[src/rtl/mult_div_unit.sv]
// Iterative signed multiply (radix-2 Booth) / divide (restoring) unit, one bit per cycle.
// Optional macro MULTDIV_UNSIGNED_EN adds is_unsigned for multu/divu.
module mult_div_unit #(
  parameter int unsigned WIDTH      = 32,
  parameter int unsigned ITER_CNT_W = 6
) (
  input  logic             clk,
  input  logic             reset,
  input  logic             start_mult,
  input  logic             start_div,
`ifdef MULTDIV_UNSIGNED_EN
  input  logic             is_unsigned,
`endif
  input  logic [WIDTH-1:0] a,
  input  logic [WIDTH-1:0] b,
  output logic             busy,
  output logic             done,
  output logic             div_zero,
  output logic [WIDTH-1:0] hi,
  output logic [WIDTH-1:0] lo
);

  localparam int unsigned ACC_W = WIDTH + 1;
  localparam logic [ITER_CNT_W-1:0] LAST_CNT = ITER_CNT_W'(WIDTH);

  typedef enum logic [1:0] {S_IDLE, S_MULT, S_DIV, S_DONE} state_e;

  state_e                  state_q, state_d;
  logic [ITER_CNT_W-1:0]   cnt_q, cnt_d;
  logic [WIDTH-1:0]        opnd_q, opnd_d;
  logic [ACC_W-1:0]        acc_q, acc_d;
  logic [WIDTH-1:0]        low_q, low_d;
  logic                    extra_q, extra_d;
  logic                    sign_a_q, sign_a_d;
  logic                    sign_b_q, sign_b_d;
  logic                    dz_q, dz_d;
  logic                    uns_q, uns_d;
  logic                    busy_q, busy_d;
  logic                    done_q, done_d;
  logic                    div_zero_q, div_zero_d;
  logic [WIDTH-1:0]        hi_q, hi_d;
  logic [WIDTH-1:0]        lo_q, lo_d;

  logic                    uns_in;
  logic [WIDTH-1:0]        a_mag, b_mag;
  logic [ACC_W-1:0]        mul_sum;
  logic                    mul_fill;
  logic [ACC_W-1:0]        r_sh, diff;

  function automatic logic [WIDTH-1:0] neg(input logic [WIDTH-1:0] x);
    return (~x) + WIDTH'(1);
  endfunction

`ifdef MULTDIV_UNSIGNED_EN
  assign uns_in = is_unsigned;
`else
  assign uns_in = 1'b0;
`endif

  assign a_mag = (a[WIDTH-1] && !uns_in) ? neg(a) : a;
  assign b_mag = (b[WIDTH-1] && !uns_in) ? neg(b) : b;

  // Multiply step: Booth recoding when signed, plain shift-and-add when unsigned.
  // The accumulator carries one guard bit so -A of the most negative A cannot overflow.
  always_comb begin
    mul_sum = acc_q;
    if (uns_q) begin
      if (low_q[0]) mul_sum = acc_q + {1'b0, opnd_q};
    end else begin
      case ({low_q[0], extra_q})
        2'b01:   mul_sum = acc_q + {opnd_q[WIDTH-1], opnd_q};
        2'b10:   mul_sum = acc_q - {opnd_q[WIDTH-1], opnd_q};
        default: mul_sum = acc_q;
      endcase
    end
    mul_fill = uns_q ? 1'b0 : mul_sum[ACC_W-1];
  end

  // Divide step: shifted partial remainder and trial subtraction.
  assign r_sh = {acc_q[WIDTH-1:0], low_q[WIDTH-1]};
  assign diff = r_sh - {1'b0, opnd_q};

  always_comb begin
    state_d    = state_q;
    cnt_d      = cnt_q;
    opnd_d     = opnd_q;
    acc_d      = acc_q;
    low_d      = low_q;
    extra_d    = extra_q;
    sign_a_d   = sign_a_q;
    sign_b_d   = sign_b_q;
    dz_d       = dz_q;
    uns_d      = uns_q;
    done_d     = 1'b0;
    div_zero_d = 1'b0;
    hi_d       = hi_q;
    lo_d       = lo_q;

    case (state_q)
      S_IDLE: begin
        if (start_mult) begin
          uns_d   = uns_in;
          opnd_d  = a;
          acc_d   = '0;
          low_d   = b;
          extra_d = 1'b0;
          cnt_d   = '0;
          state_d = S_MULT;
        end else if (start_div) begin
          uns_d    = uns_in;
          sign_a_d = a[WIDTH-1] & ~uns_in;
          sign_b_d = b[WIDTH-1] & ~uns_in;
          opnd_d   = b_mag;
          acc_d    = '0;
          low_d    = a_mag;
          dz_d     = (b == '0);
          // A zero divisor skips straight to the finishing step.
          cnt_d    = (b == '0) ? LAST_CNT : '0;
          state_d  = S_DIV;
        end
      end
      S_MULT: begin
        if (cnt_q == LAST_CNT) begin
          hi_d    = acc_q[WIDTH-1:0];
          lo_d    = low_q;
          cnt_d   = '0;
          done_d  = 1'b1;
          state_d = S_DONE;
        end else begin
          acc_d   = {mul_fill, mul_sum[ACC_W-1:1]};
          low_d   = {mul_sum[0], low_q[WIDTH-1:1]};
          extra_d = low_q[0];
          cnt_d   = cnt_q + ITER_CNT_W'(1);
        end
      end
      S_DIV: begin
        if (cnt_q == LAST_CNT) begin
          if (dz_q) begin
            div_zero_d = 1'b1;
          end else begin
            lo_d = (sign_a_q ^ sign_b_q) ? neg(low_q) : low_q;
            hi_d = sign_a_q ? neg(acc_q[WIDTH-1:0]) : acc_q[WIDTH-1:0];
          end
          dz_d    = 1'b0;
          cnt_d   = '0;
          done_d  = 1'b1;
          state_d = S_DONE;
        end else begin
          acc_d = diff[ACC_W-1] ? r_sh : diff;
          low_d = {low_q[WIDTH-2:0], ~diff[ACC_W-1]};
          cnt_d = cnt_q + ITER_CNT_W'(1);
        end
      end
      S_DONE: begin
        state_d = S_IDLE;
      end
      default: begin
        state_d = S_IDLE;
      end
    endcase

    busy_d = (state_d != S_IDLE);
  end

  always_ff @(posedge clk) begin
    if (reset) begin
      state_q    <= S_IDLE;
      cnt_q      <= '0;
      opnd_q     <= '0;
      acc_q      <= '0;
      low_q      <= '0;
      extra_q    <= 1'b0;
      sign_a_q   <= 1'b0;
      sign_b_q   <= 1'b0;
      dz_q       <= 1'b0;
      uns_q      <= 1'b0;
      busy_q     <= 1'b0;
      done_q     <= 1'b0;
      div_zero_q <= 1'b0;
      hi_q       <= '0;
      lo_q       <= '0;
    end else begin
      state_q    <= state_d;
      cnt_q      <= cnt_d;
      opnd_q     <= opnd_d;
      acc_q      <= acc_d;
      low_q      <= low_d;
      extra_q    <= extra_d;
      sign_a_q   <= sign_a_d;
      sign_b_q   <= sign_b_d;
      dz_q       <= dz_d;
      uns_q      <= uns_d;
      busy_q     <= busy_d;
      done_q     <= done_d;
      div_zero_q <= div_zero_d;
      hi_q       <= hi_d;
      lo_q       <= lo_d;
    end
  end

  assign busy     = busy_q;
  assign done     = done_q;
  assign div_zero = div_zero_q;
  assign hi       = hi_q;
  assign lo       = lo_q;

endmodule

[config.mk]
export PLATFORM = sky130hd
export DESIGN_NAME = mult_div_unit
export DESIGN_NICKNAME = d
export VERILOG_FILES = /design/src/rtl/mult_div_unit.sv
export SDC_FILE = /design/constraint.sdc
export NUM_CORES = 1
export LEC_CHECK = 0
export CAP_MARGIN = 20
export CORE_MARGIN = 2
export CORE_UTILIZATION = 50
export DETAILED_ROUTE_END_ITERATION = 8
export PLACE_DENSITY = 0.71
export SYNTH_ARGS = -nofsm -noshare
export SYNTH_HDL_FRONTEND = slang
export SYNTH_SLANG_ARGS = --single-unit
[constraint.sdc]
create_clock -name clk -period 4.8 [get_ports clk]
set_clock_uncertainty 0.15 [all_clocks]
set_input_delay 0.96 -clock clk [delete_from_list [all_inputs] [get_ports clk]]
set_output_delay 0.96 -clock clk [all_outputs]
set_load 0.02 [all_outputs]
==> out/summary.txt, run 1 <==
Status = finished, final reports clean
Port bufs = 134
WL/cell = 20.13 um
Adder-Cell Fraction of Synth Area = 6.717%
Detailed placement HPWL = 39,130 um
Vias in the first global route = 14,620
Clk_lat worst skew = 0.45 ns
Simple-gate share of the synthesized area = 21.15%
Ant. Diodes = 0
Drt total wl = 51,370 um
Die W = 176.9 um
Ys flop type = dfxtp_1
Worst setup SP type = flop
Met3 usage = 3.802%
Initial Util = 50.54%
Worst min-delay path class = flop to flop
Clock sink total = 176
Fin worst setup slack = 0.2939 ns
Pins Over Slew Limit = 0
Required time worst endpoint = 4.99 ns
Rel. slew slack = 29.86%
Multiplexer share of the synthesized area = 2.571%
Layout Nets = 2,296
# IOs = 135
Post-CTS Setup Inserts = 0
Critical path class = flop to flop
Routed Antenna Nets = 0
Clk root buf = clkbuf_16
Via count = 15,920
Ys Warns = 0
Clock Tree Buf Depth = 2
Pin count of the biggest net entering global routing = 104
Gr ovfl total = 0
Compound-Gate Fraction of Synth Area = 29.02%
Post-placement cell count = 2,520
Pre-antenna DRT Iters = 8
Worst-path clk slew = 0.10 ns
Die height = 176.9 um
Layout cell share with drive strength beyond 1 = 7.216%
Setup_tns = 0 ns
Count of different cell masters after synthesis = 79
Fin Hold WS = 0.3055 ns
Via/cell ratio = 6.239
Post-synthesis sequential area ratio = 23.58%
FF+latch count, synth = 176
Drt drc = 0
Avg Cell Area, Syn = 7.249 um2
CTS tree = done
Post-route cell area = 0.01745 mm2
CTS buffer count = 17
DRT iter0 DRCs = 1,625
Total track usage = 32.36%
Cell Area, Placed = 0.01680 mm2
RSZ-0062 raised after global routing = false
Cells after Synth = 2,061
CP max FO = 11
Core ar. = 0.02956 mm2
Total Power = 9.389 mW
First-pass GRT wire length = 79,810 um
Final Util = 59.04%
H-tree depth = 4
Period utilization = 93.88%
Overall die area = 0.03128 mm2
Layout Cells excl Fill = 2,552
Met2 GRT Util = 53.29%
Gpl congestion = 1.005
Async set-or-reset flop fraction in the synthesized netlist = 0%
Power per cell area = 538.0 mW/mm2
VDD IR max = 0.3283 mV
Min cycle time layout = 4.506 ns
Initial antenna violation count = 0
Count of flip-flops with a built-in enable after synthesis = 0
Cell leakage power = 6.574 nW
Synth Area in XOR/XNOR = 11.49%
Area grow syn2layout = 16.82%
GRT met1 Usage = 42.73%
Endpoints failing hold = 0
GR peak layer = met2
Hold Buf Count CTS = 0
Slew @ Worst Pin = 1.048 ns
Std-Cell Rows = 63
Largest family of logic cells by synthesized area = compound AO/OA/AOI/OAI gates
Worst Setup End Kind = flop
Resize count post-CTS = 0
Fmax achieved = 0.2219 GHz
Critical Path AT = 4.69 ns
Synthesized area = 0.01494 mm2
Worst slack, placed = 0.3255 ns
Final setup fails = 0
Synthesized net count = 2,208
Max-Cap Viols = 0
-- final timing paths --
kind	start	end	slack, ns	depth (start not counted)
max	opnd_q[0]$_SDFFE_PP0P_	acc_q[25]$_SDFFE_PP0P_	0.29	20
min	lo[22]$_SDFFE_PP0P_	lo[22]$_SDFFE_PP0P_	0.31	2
max reg2reg	opnd_q[0]$_SDFFE_PP0P_	acc_q[25]$_SDFFE_PP0P_	0.29	20
min reg2reg	lo[22]$_SDFFE_PP0P_	lo[22]$_SDFFE_PP0P_	0.31	2
-- cell usage after synthesis (20+ instances only) --
cell,n,share of area [%]
o21ai_0,164,5.5
xor2_1,81,4.7
a22oi_1,24,1.2
o31ai_1,24,1.2
a31oi_1,24,1.0
a21oi_1,205,6.9
ha_1,77,6.4
inv_1,77,1.9
a21o_1,21,1.1
nor2_1,202,5.1
clkbuf_1,112,2.8
nand3_1,29,0.97
nand2_1,266,6.7
mux2i_1,26,1.7
nor3_1,44,1.5
xnor2_1,115,6.7
a211oi_1,58,2.9
nor4_1,20,0.84
dfxtp_1,176,24
-- sequential cells by signal, indices dropped and copies added, names as in the netlist --
| name | flops |
|---|---|
| state_q | 2 |
| lo | 32 |
| busy | 1 |
| opnd_q | 32 |
| hi | 32 |
| extra_q | 1 |
| dz_q | 1 |
| acc_q | 33 |
| cnt_q | 6 |
| done | 1 |
| div_zero | 1 |
| sign_a_q | 1 |
| sign_b_q | 1 |
| low_q | 32 |
-- placed cells by master (no fill, tap or decap), types with 26 or more instances in the layout --
cell type	count
clkdlybuf4s50_1	132
mux2i_1	26
xor2_1	81
nand3_1	29
ha_1	76
buf_4	73
o21ai_0	164
xnor2_1	115
dfxtp_1	176
nand2_1	266
a21oi_1	204
nor3_1	43
nor2_1	202
a211oi_1	58
inv_1	77
-- area by class of cell --
type	count	area [um2]
fill	2798	12110
multi-input combinational	1671	10620
sequential	176	3523
timing repair buffer	206	1889
tap	390	488.0
clock buffer	17	425.4
inverter	77	289.0
clock inverter	15	217.7
-- metal layers --
metal,vias to the layer above,routed length [um]
li1,7616,-
met1,7466,21910
met2,723,23530
met3,116,3698
met4,0,2240
met5,-,0
-- kinds of logic (layout without fill, tap and decap cells) --
kind of cell / Yosys count / count (layout)
XOR/XNOR: 196 / 196
AND/OR/NAND/NOR: 684 / 684
adder cells (fa/ha/maj): 79 / 79
AO/OA/AOI/OAI: 675 / 675
buffers and inverters: 214 / 315
multiplexers: 37 / 37
flip-flops: 176 / 176
-- critical path, cell delays in order (launching register included) --
cell and delay, ns:
dfxtp_1 0.39, ha_1 0.19, inv_1 0.06, fa_1 0.43, a211oi_1 0.38, o211ai_1 0.23
nand4_1 0.21, and3_1 0.18, nor2_1 0.08, a211oi_1 0.30, nor3b_1 0.11, o21ai_0 0.15
nand2b_1 0.08, ha_1 0.36, buf_4 0.13, nor2b_1 0.06, buf_4 0.18, a222oi_1 0.36
nand2_1 0.09, o21ai_0 0.17, o211ai_1 0.10
-- report_power, final --
group	internal [mW]	switching [mW]
registers	1.77	0.442
logic	2.11	3.54
clock network	0.733	0.792
(Power assumes the default switching activity.)
==> inputs of run 2 (changes only) <==
CORE_UTILIZATION = 56   (was 50)
CTS_BUF_LIST = sky130_fd_sc_hd__clkbuf_16   (was not set)
PLACE_DENSITY = 0.78   (was 0.71)
==> run 2 against run 1 <==
Cell area fell by 0.76%; largest power group unchanged; first-iteration DRC count rose by 13%; utilization rose by 7.2 points; flip-flop and latch count did not move; the flow now finishes with violations (DRC); critical endpoint is now acc_q[30]$_SDFFE_PP0P_; clock power barely moved; via count rose by 0.97%; maximum frequency fell by 2.0%; power fell by 0.25%; combinational power barely moved; clock-buffer cell count did not move.
==> out/summary.txt, run 2 (synthesis gave the netlist of run 1 again) <==
Failing checks = DRC
Largest register by flop count = acc_q (unchanged)
Overall die area = 0.02800 mm2 (was 0.03128 mm2)
Worst min-delay path class = flop to flop (unchanged)
Most common cell after layout, fill and taps aside = nand2_1 (unchanged)
Clock share of power = 16.0% (was 16.2%)
First-pass GRT wire length = 80,030 um (was 79,810 um)
Pins Over Slew Limit = 0 (unchanged)
RSZ-0062 raised after global routing = false (unchanged)
Via/cell ratio = 6.461 (was 6.239)
Multi-input logic area = 0.01063 mm2 (was 0.01062 mm2)
Status = complete, but fails checks (was finished, final reports clean)
Min cycle time layout = 4.597 ns (was 4.506 ns)
Layout Nets = 2,287 (was 2,296)
Power Internal = 4.594 mW (was 4.616 mW)
Hold Buf Count CTS = 0 (unchanged)
Worst Setup End Kind = flop (unchanged)
Sw Share = 50.95% (was 50.84%)
Port bufs = 134 (unchanged)
Period utilization = 95.78% (was 93.88%)
Pin count of the biggest net entering global routing = 101 (was 104)
Via count = 16,080 (was 15,920)
Area grow syn2layout = 15.93% (was 16.82%)
Clock sink total = 176 (unchanged)
Core ar. = 0.02613 mm2 (was 0.02956 mm2)
Cell leakage power = 6.531 nW (was 6.574 nW)
Worst setup SP type = flop (unchanged)
Power per cell area = 540.8 mW/mm2 (was 538.0 mW/mm2)
Layout fillers = 2,345 (was 2,798)
Wire length on met3 = 4040 um (was 3698 um)
Fin Hold WS = 0.3052 ns (was 0.3055 ns)
H-tree depth = 4 (unchanged)
Switching power = 4.771 mW (was 4.773 mW)
CP cell instances = inv_1 > ha_1 > or4b_1 > nor3_2 > nand2_1 > nor4_4 > nor2_1 > xnor2_1 > ha_1 > a21o_1 > a211o_1 > o211ai_1 > a21oi_1 > nor4_2 > nor2_1 > mux2i_1 > o21ai_0 > nand3_1 (was ha_1 > inv_1 > fa_1 > a211oi_1 > o211ai_1 > nand4_1 > and3_1 > nor2_1 > a211oi_1 > nor3b_1 > o21ai_0 > nand2b_1 > ha_1 > buf_4 > nor2b_1 > buf_4 > a222oi_1 > nand2_1 > o21ai_0 > o211ai_1)
Required time worst endpoint = 4.99 ns (about the same)
# IOs = 135 (unchanged)
CP max stage delay = 0.52 ns (was 0.43 ns)
Ant. Diodes = 0 (unchanged)
Clk_lat worst skew = 0.45 ns (about the same)
Rel. slew slack = 36.06% (was 29.86%)
Drt total wl = 51,310 um (was 51,370 um)
Critical path class = flop to flop (unchanged)
Detailed placement HPWL = 39,020 um (was 39,130 um)
Routed Antenna Nets = 0 (unchanged)
Critical-path top delay cell = or4b_1 (was fa_1)
Worst-path clk slew = 0.09 ns (was 0.10 ns)
DRT met1 WL = 20,780 um (was 21,910 um)
Endpoints failing hold = 0 (unchanged)
Die height = 167.3 um (was 176.9 um)
CP max FO = 8 (was 11)
Final Util = 66.27% (was 59.04%)
Gpl congestion = 1.021 (was 1.005)
Commonest non-fill, non-tap cells in the layout = nand2_1 (266), a21oi_1 (205), nor2_1 (202), dfxtp_1 (176), o21ai_0 (163) (was nand2_1 (266), a21oi_1 (204), nor2_1 (202), dfxtp_1 (176), o21ai_0 (164))
Initial antenna violation count = 0 (unchanged)
Max Used Layer = met4 (unchanged)
Critical path's top delay family = simple AND/OR/NAND/NOR gates (was compound AO/OA/AOI/OAI gates)
Max-Cap Viols = 0 (unchanged)
Drt drc = 3 (was 0)
Sequential power share = 23.9% (was 23.6%)
CTS tree = done (unchanged)
Critical Path AT = 4.79 ns (was 4.69 ns)
Setup_tns = 0 ns (unchanged)
Clock Tree Buf Depth = 2 (unchanged)
Fmax achieved = 0.2175 GHz (was 0.2219 GHz)
Post-CTS Setup Inserts = 0 (unchanged)
Clk root buf = clkbuf_16 (unchanged)
Met2 routed WL = 23,660 um (was 23,530 um)
Gr ovfl total = 0 (unchanged)
Combinational share of power = 60.0% (was 60.2%)
Std-Cell Rows = 59 (was 63)
Slew @ Worst Pin = 0.9591 ns (was 1.048 ns)
Initial Util = 57.17% (was 50.54%)
Final setup fails = 0 (unchanged)
Layout cell share with drive strength beyond 1 = 6.828% (was 7.216%)
Vias in the first global route = 14,670 (was 14,620)
WL/cell = 20.62 um (was 20.13 um)
Die W = 167.3 um (was 176.9 um)
Pre-antenna DRT Iters = 9 (was 8)
VDD IR max = 0.4325 mV (was 0.3283 mV)
CTS buffer count = 17 (unchanged)
Largest register FFs = 33 (unchanged)
Total track usage = 35.71% (was 32.36%)
Critical path buffer and inverter count = 1 (was 3)
DRT iter0 DRCs = 1,842 (was 1,625)
Register area = 0.003523 mm2 (unchanged)
==> run 2: power groups by stage <==
| stage | sequential (mW) | clock [mW] | combinational (mW) |
|---|---|---|---|
| after detailed placement | 2.25 | 0 | 5.44 |
| after global routing | 2.27 | 1.57 | 6.10 |
| after global placement | 2.23 | 0 | 5.36 |
| after CTS | 2.22 | 1.51 | 5.49 |
| final | 2.24 | 1.50 | 5.62 |
| after floorplan | 2.13 | 0 | 3.96 |
==> run 2: worst paths after layout <==
check	from	to	slack, ns	cells after the start
setup / recovery	opnd_q[1]$_SDFFE_PP0P_	acc_q[30]$_SDFFE_PP0P_	0.20	18
hold reg to reg	hi[24]$_SDFFE_PP0P_	hi[24]$_SDFFE_PP0P_	0.31	2
setup reg to reg	opnd_q[1]$_SDFFE_PP0P_	acc_q[30]$_SDFFE_PP0P_	0.20	18
hold / removal	hi[24]$_SDFFE_PP0P_	hi[24]$_SDFFE_PP0P_	0.31	2
==> run 2: cell type report <==
class	count	share of cell area [%]
flip-flops and latches	176	20.34
clock inverters	15	1.235
inverters	77	1.669
multi-input cells	1671	61.36
well taps	335	2.420
clock buffers	17	2.456
repair buffers	197	10.52
==> run 2: worst register-to-register path: cells and delay by family (launching register included) <==
kind	cells	cell delay, ns
compound gates	5	0.96
xor+xnor	1	0.15
buf+inv	1	0.17
flops	1	0.33
fa+ha+maj	2	0.65
simple gates	8	1.96
mux	1	0.14
==> run 2: per-layer routing <==
layer	up-vias	track usage (%)
met5	-	0
met4	0	19.36
met3	147	5.152
met2	814	58.79
met1	7520	45.25
li1	7595	-
==> run 2: stage by stage <==
stage	worst slack (ns)	power (mW)	std cells	instance area [um2]
3_5_place_dp	0.1387	7.688	2456	16660
4_1_cts	0.1188	9.219	2488	17300
3_3_place_gp	0.1583	7.595	2456	16660
6_report	0.2027	9.366	2488	17320
2_1_floorplan	0.6306	6.095	2061	14940
5_1_grt	0.008385	9.936	2488	17320
==> run 2: timing repair <==
item,CTS,global route
resized for setup,0,4
endpoints found under the hold margin,0,0
endpoints found under the setup margin,0,11
==> inputs of run 3 (changes only) <==
ABC_AREA = 1   (was not set)
PLACE_DENSITY = 0.77   (was 0.78)
==> run 3 against run 2 <==
The run now ends clean; combinational power down 58%; worst hold slack improved by 0.019 ns; first-iteration DRC count grew 30%; clock power barely moved; die area rose by 9.2%; cell area is 7.3% higher; wire length grew 28%; global-route usage up 6.5 points; critical endpoint is now acc_q[20]$_SDFFE_PP0P_.
==> out/summary.txt, run 3 <==
Post-CTS Setup Inserts = 0 (unchanged)
Post-placement cell count = 3,177 (was 2,456)
Fin worst setup slack = 0.7344 ns (was 0.2027 ns)
Worst r2r dst = acc_q[20]$_SDFFE_PP0P_ (was acc_q[30]$_SDFFE_PP0P_)
Vias in the first global route = 18,640 (was 14,670)
Gpl congestion = 1.059 (was 1.021)
Total track usage = 42.18% (was 35.71%)
Gr ovfl total = 0 (unchanged)
Ant. Diodes = 0 (unchanged)
Fmax achieved = 0.2460 GHz (was 0.2175 GHz)
Final Util = 64.72% (was 66.27%)
Worst slack, placed = 0.8961 ns (was 0.1387 ns)
Critical Path AT = 4.25 ns (was 4.79 ns)
Multiplexer share of the synthesized area = 0% (was 2.571%)
Commonest non-fill, non-tap cells in the layout = nand2_1 (666), a21oi_1 (315), nor2_1 (283), inv_1 (282), o21ai_0 (179) (was nand2_1 (266), a21oi_1 (205), nor2_1 (202), dfxtp_1 (176), o21ai_0 (163))
Hold Buf Count CTS = 0 (unchanged)
Compound-Gate Fraction of Synth Area = 25.66% (was 29.02%)
Cell leakage power = 8.262 nW (was 6.531 nW)
Synthesized area = 0.01634 mm2 (was 0.01494 mm2)
Fin Hold WS = 0.3241 ns (was 0.3052 ns)
Yosys top cell by area = dfxtp_1 (unchanged)
CP max FO = 5 (was 8)
CP cell instances = nor3_2 > nand3_1 > nor2_2 > nand2_1 > nand2_1 > o21a_1 > xor2_1 > inv_1 > ha_1 > nand2_1 > nor2_1 > nand2_1 > o21ai_1 > nand3_1 > nand3_1 > nand3_1 > nand2_1 > nand2_1 > nand2_1 > a21oi_1 (was inv_1 > ha_1 > or4b_1 > nor3_2 > nand2_1 > nor4_4 > nor2_1 > xnor2_1 > ha_1 > a21o_1 > a211o_1 > o211ai_1 > a21oi_1 > nor4_2 > nor2_1 > mux2i_1 > o21ai_0 > nand3_1)
Resize count post-CTS = 0 (unchanged)
Via count = 19,930 (was 16,080)
First-pass GRT wire length = 101,200 um (was 80,030 um)
Rel. slew slack = 29.54% (was 36.06%)
Async set-or-reset flop fraction in the synthesized netlist = 0% (unchanged)
Layout cell share with drive strength beyond 1 = 5.449% (was 6.828%)
Die height = 174.8 um (was 167.3 um)
CP max stage delay = 0.60 ns (was 0.52 ns)
H-tree depth = 4 (unchanged)
Drt drc = 0 (was 3)
FF+latch count, synth = 176 (unchanged)
R2R Setup Slk = 0.73 ns (was 0.20 ns)
Layout fillers = 2,676 (was 2,345)
Critical path origin = opnd_q[0]$_SDFFE_PP0P_ (was opnd_q[1]$_SDFFE_PP0P_)
Count of different cell masters after synthesis = 59 (was 79)
Pins Over Slew Limit = 0 (unchanged)
Clk_lat worst skew = 0.46 ns (was 0.45 ns)
Slew @ Worst Pin = 1.057 ns (was 0.9591 ns)
Reg-to-Reg Start = opnd_q[0]$_SDFFE_PP0P_ (was opnd_q[1]$_SDFFE_PP0P_)
Cells after Synth = 2,743 (was 2,061)
Synthesized net count = 2,890 (was 2,208)
Critical path depth in cells = 20 (was 18)
VDD IR max = 0.2951 mV (was 0.4325 mV)
Clock Tree Buf Depth = 2 (unchanged)
Critical path class = flop to flop (unchanged)
Pre-antenna DRT Iters = 7 (was 9)
Min cycle time layout = 4.066 ns (was 4.597 ns)
Detailed placement HPWL = 50,490 um (was 39,020 um)
Synth Area in XOR/XNOR = 4.716% (was 11.49%)
Most common cell after layout, fill and taps aside = nand2_1 (unchanged)
Worst min-delay path class = flop to flop (unchanged)
Pin count of the biggest net entering global routing = 73 (was 101)
Core ar. = 0.02870 mm2 (was 0.02613 mm2)
Overall die area = 0.03056 mm2 (was 0.02800 mm2)
Port bufs = 134 (unchanged)
Layout Nets = 2,960 (was 2,287)
Max-Cap Viols = 0 (unchanged)
Multi-input logic area = 0.01114 mm2 (was 0.01063 mm2)
Reg2Reg Depth = 20 (was 18)
Status = finished, final reports clean (was complete, but fails checks)
CTS buffer count = 17 (unchanged)
Required time worst endpoint = 4.98 ns (was 4.99 ns)
Simple-gate share of the synthesized area = 31.63% (was 21.15%)
Avg Cell Area, Syn = 5.958 um2 (was 7.249 um2)
Share of the synthesized area in the top cell type = 21.56% (was 23.58%)
Largest register by flop count = acc_q (unchanged)
Clock sink total = 176 (unchanged)
Worst-path clk slew = 0.08 ns (was 0.09 ns)
Setup_tns = 0 ns (unchanged)
Initial Util = 56.94% (was 57.17%)
CP most frequent cell = nand2_1
Die W = 174.8 um (was 167.3 um)
Final setup fails = 0 (unchanged)
Ys Warns = 0 (unchanged)
Adder-Cell Fraction of Synth Area = 6.140% (was 6.717%)
Largest family of logic cells by synthesized area = simple AND/OR/NAND/NOR gates (was compound AO/OA/AOI/OAI gates)
Via/cell ratio = 6.209 (was 6.461)
Worst Setup End Kind = flop (unchanged)
Drt total wl = 65,740 um (was 51,310 um)
Layout Cells excl Fill = 3,210 (was 2,488)
CTS tree = done (unchanged)
Post-synth top cells = nand2_1 (666), a21oi_1 (315), nor2_1 (283) (was nand2_1 (266), a21oi_1 (205), nor2_1 (202))
# IOs = 135 (unchanged)
Most frequent cell after synthesis = nand2_1 (unchanged)
Critical path's top delay family = simple AND/OR/NAND/NOR gates (unchanged)
Critical path buffer and inverter count = 1 (unchanged)
Ys flop type = dfxtp_1 (unchanged)
Std-Cell Rows = 62 (was 59)
WL/cell = 20.48 um (was 20.62 um)
Critical-path top delay cell = o21ai_1 (was or4b_1)
Endpoints failing hold = 0 (unchanged)
Register area = 0.003523 mm2 (unchanged)
Area grow syn2layout = 13.67% (was 15.93%)
Largest register FFs = 33 (unchanged)
Power per cell area = 298.2 mW/mm2 (was 540.8 mW/mm2)
Clk root buf = clkbuf_16 (unchanged)
DRT iter0 DRCs = 2,399 (was 1,842)
Worst setup SP type = flop (unchanged)
Post-synthesis sequential area ratio = 21.56% (was 23.58%)
Worst Setup EP = acc_q[20]$_SDFFE_PP0P_ (was acc_q[30]$_SDFFE_PP0P_)
Period utilization = 84.70% (was 95.78%)
Largest cells by area after synthesis = dfxtp_1 (22%), nand2_1 (15%), a21oi_1 (9.6%) (was dfxtp_1 (24%), a21oi_1 (6.9%), xnor2_1 (6.7%))
Count of flip-flops with a built-in enable after synthesis = 0 (unchanged)
Total Power = 5.539 mW (was 9.366 mW)
Initial antenna violation count = 0 (unchanged)
Post-route cell area = 0.01858 mm2 (was 0.01732 mm2)
RSZ-0062 raised after global routing = false (unchanged)
Cell Area, Placed = 0.01791 mm2 (was 0.01666 mm2)
Routed Antenna Nets = 0 (unchanged)
## run 3: cell count changes in the layout (fill, tap and decap cells not counted), sizes merged, moves of 54 or more
| cell | delta |
|---|---|
| inv | +235 |
| xnor2 | -106 |
| nor2 | +96 |
| a211oi | -54 |
| nand2 | +407 |
| nand3 | +121 |
| a21oi | +113 |
| o21ai | +79 |
## run 3: how the worst min path moves through the flow
stage,start,end,slack [ns],cells after the start
floorplan,extra_q$_SDFFE_PP0P_,extra_q$_SDFFE_PP0P_,0.29,2
global placement,extra_q$_SDFFE_PP0P_,extra_q$_SDFFE_PP0P_,0.31,2
detailed placement,opnd_q[15]$_SDFFE_PP0P_,opnd_q[15]$_SDFFE_PP0P_,0.32,2
CTS,opnd_q[15]$_SDFFE_PP0P_,opnd_q[15]$_SDFFE_PP0P_,0.33,2
global route,opnd_q[15]$_SDFFE_PP0P_,opnd_q[15]$_SDFFE_PP0P_,0.34,2
finish,opnd_q[15]$_SDFFE_PP0P_,opnd_q[15]$_SDFFE_PP0P_,0.32,2
## run 3: cell type report
cell class	count	share of cell area, %
multi-input combinational	2136	59.95
clock buffer	17	2.290
clock inverter	15	1.159
tap	384	2.587
timing repair buffer	164	8.528
inverter	318	6.520
sequential	176	18.97
## run 3: per-layer routing
metal,wire length [um],vias up,track usage [%]
li1,-,9332,-
met3,6049,320,8.007
met4,5709,0,31.22
met2,30760,1206,72.64
met5,0,-,0
met1,23230,9072,46.20
## run 3: cell families (layout without fill, tap and decap cells)
family	after synthesis	after routing
flops	176	176
xor+xnor	88	88
buf+inv	431	514
fa+ha+maj	79	79
simple gates	1223	1223
compound gates	746	746
## run 3: worst min-delay path: stages (launching register included)
cell and delay (ns):
dfxtp_1 0.31, nand2_1 0.06, a21oi_1 0.05
## run 3: report_power, final
group	switching, mW	internal [mW]
clock network	0.753	0.764
logic	1.61	0.725
registers	0.121	1.56
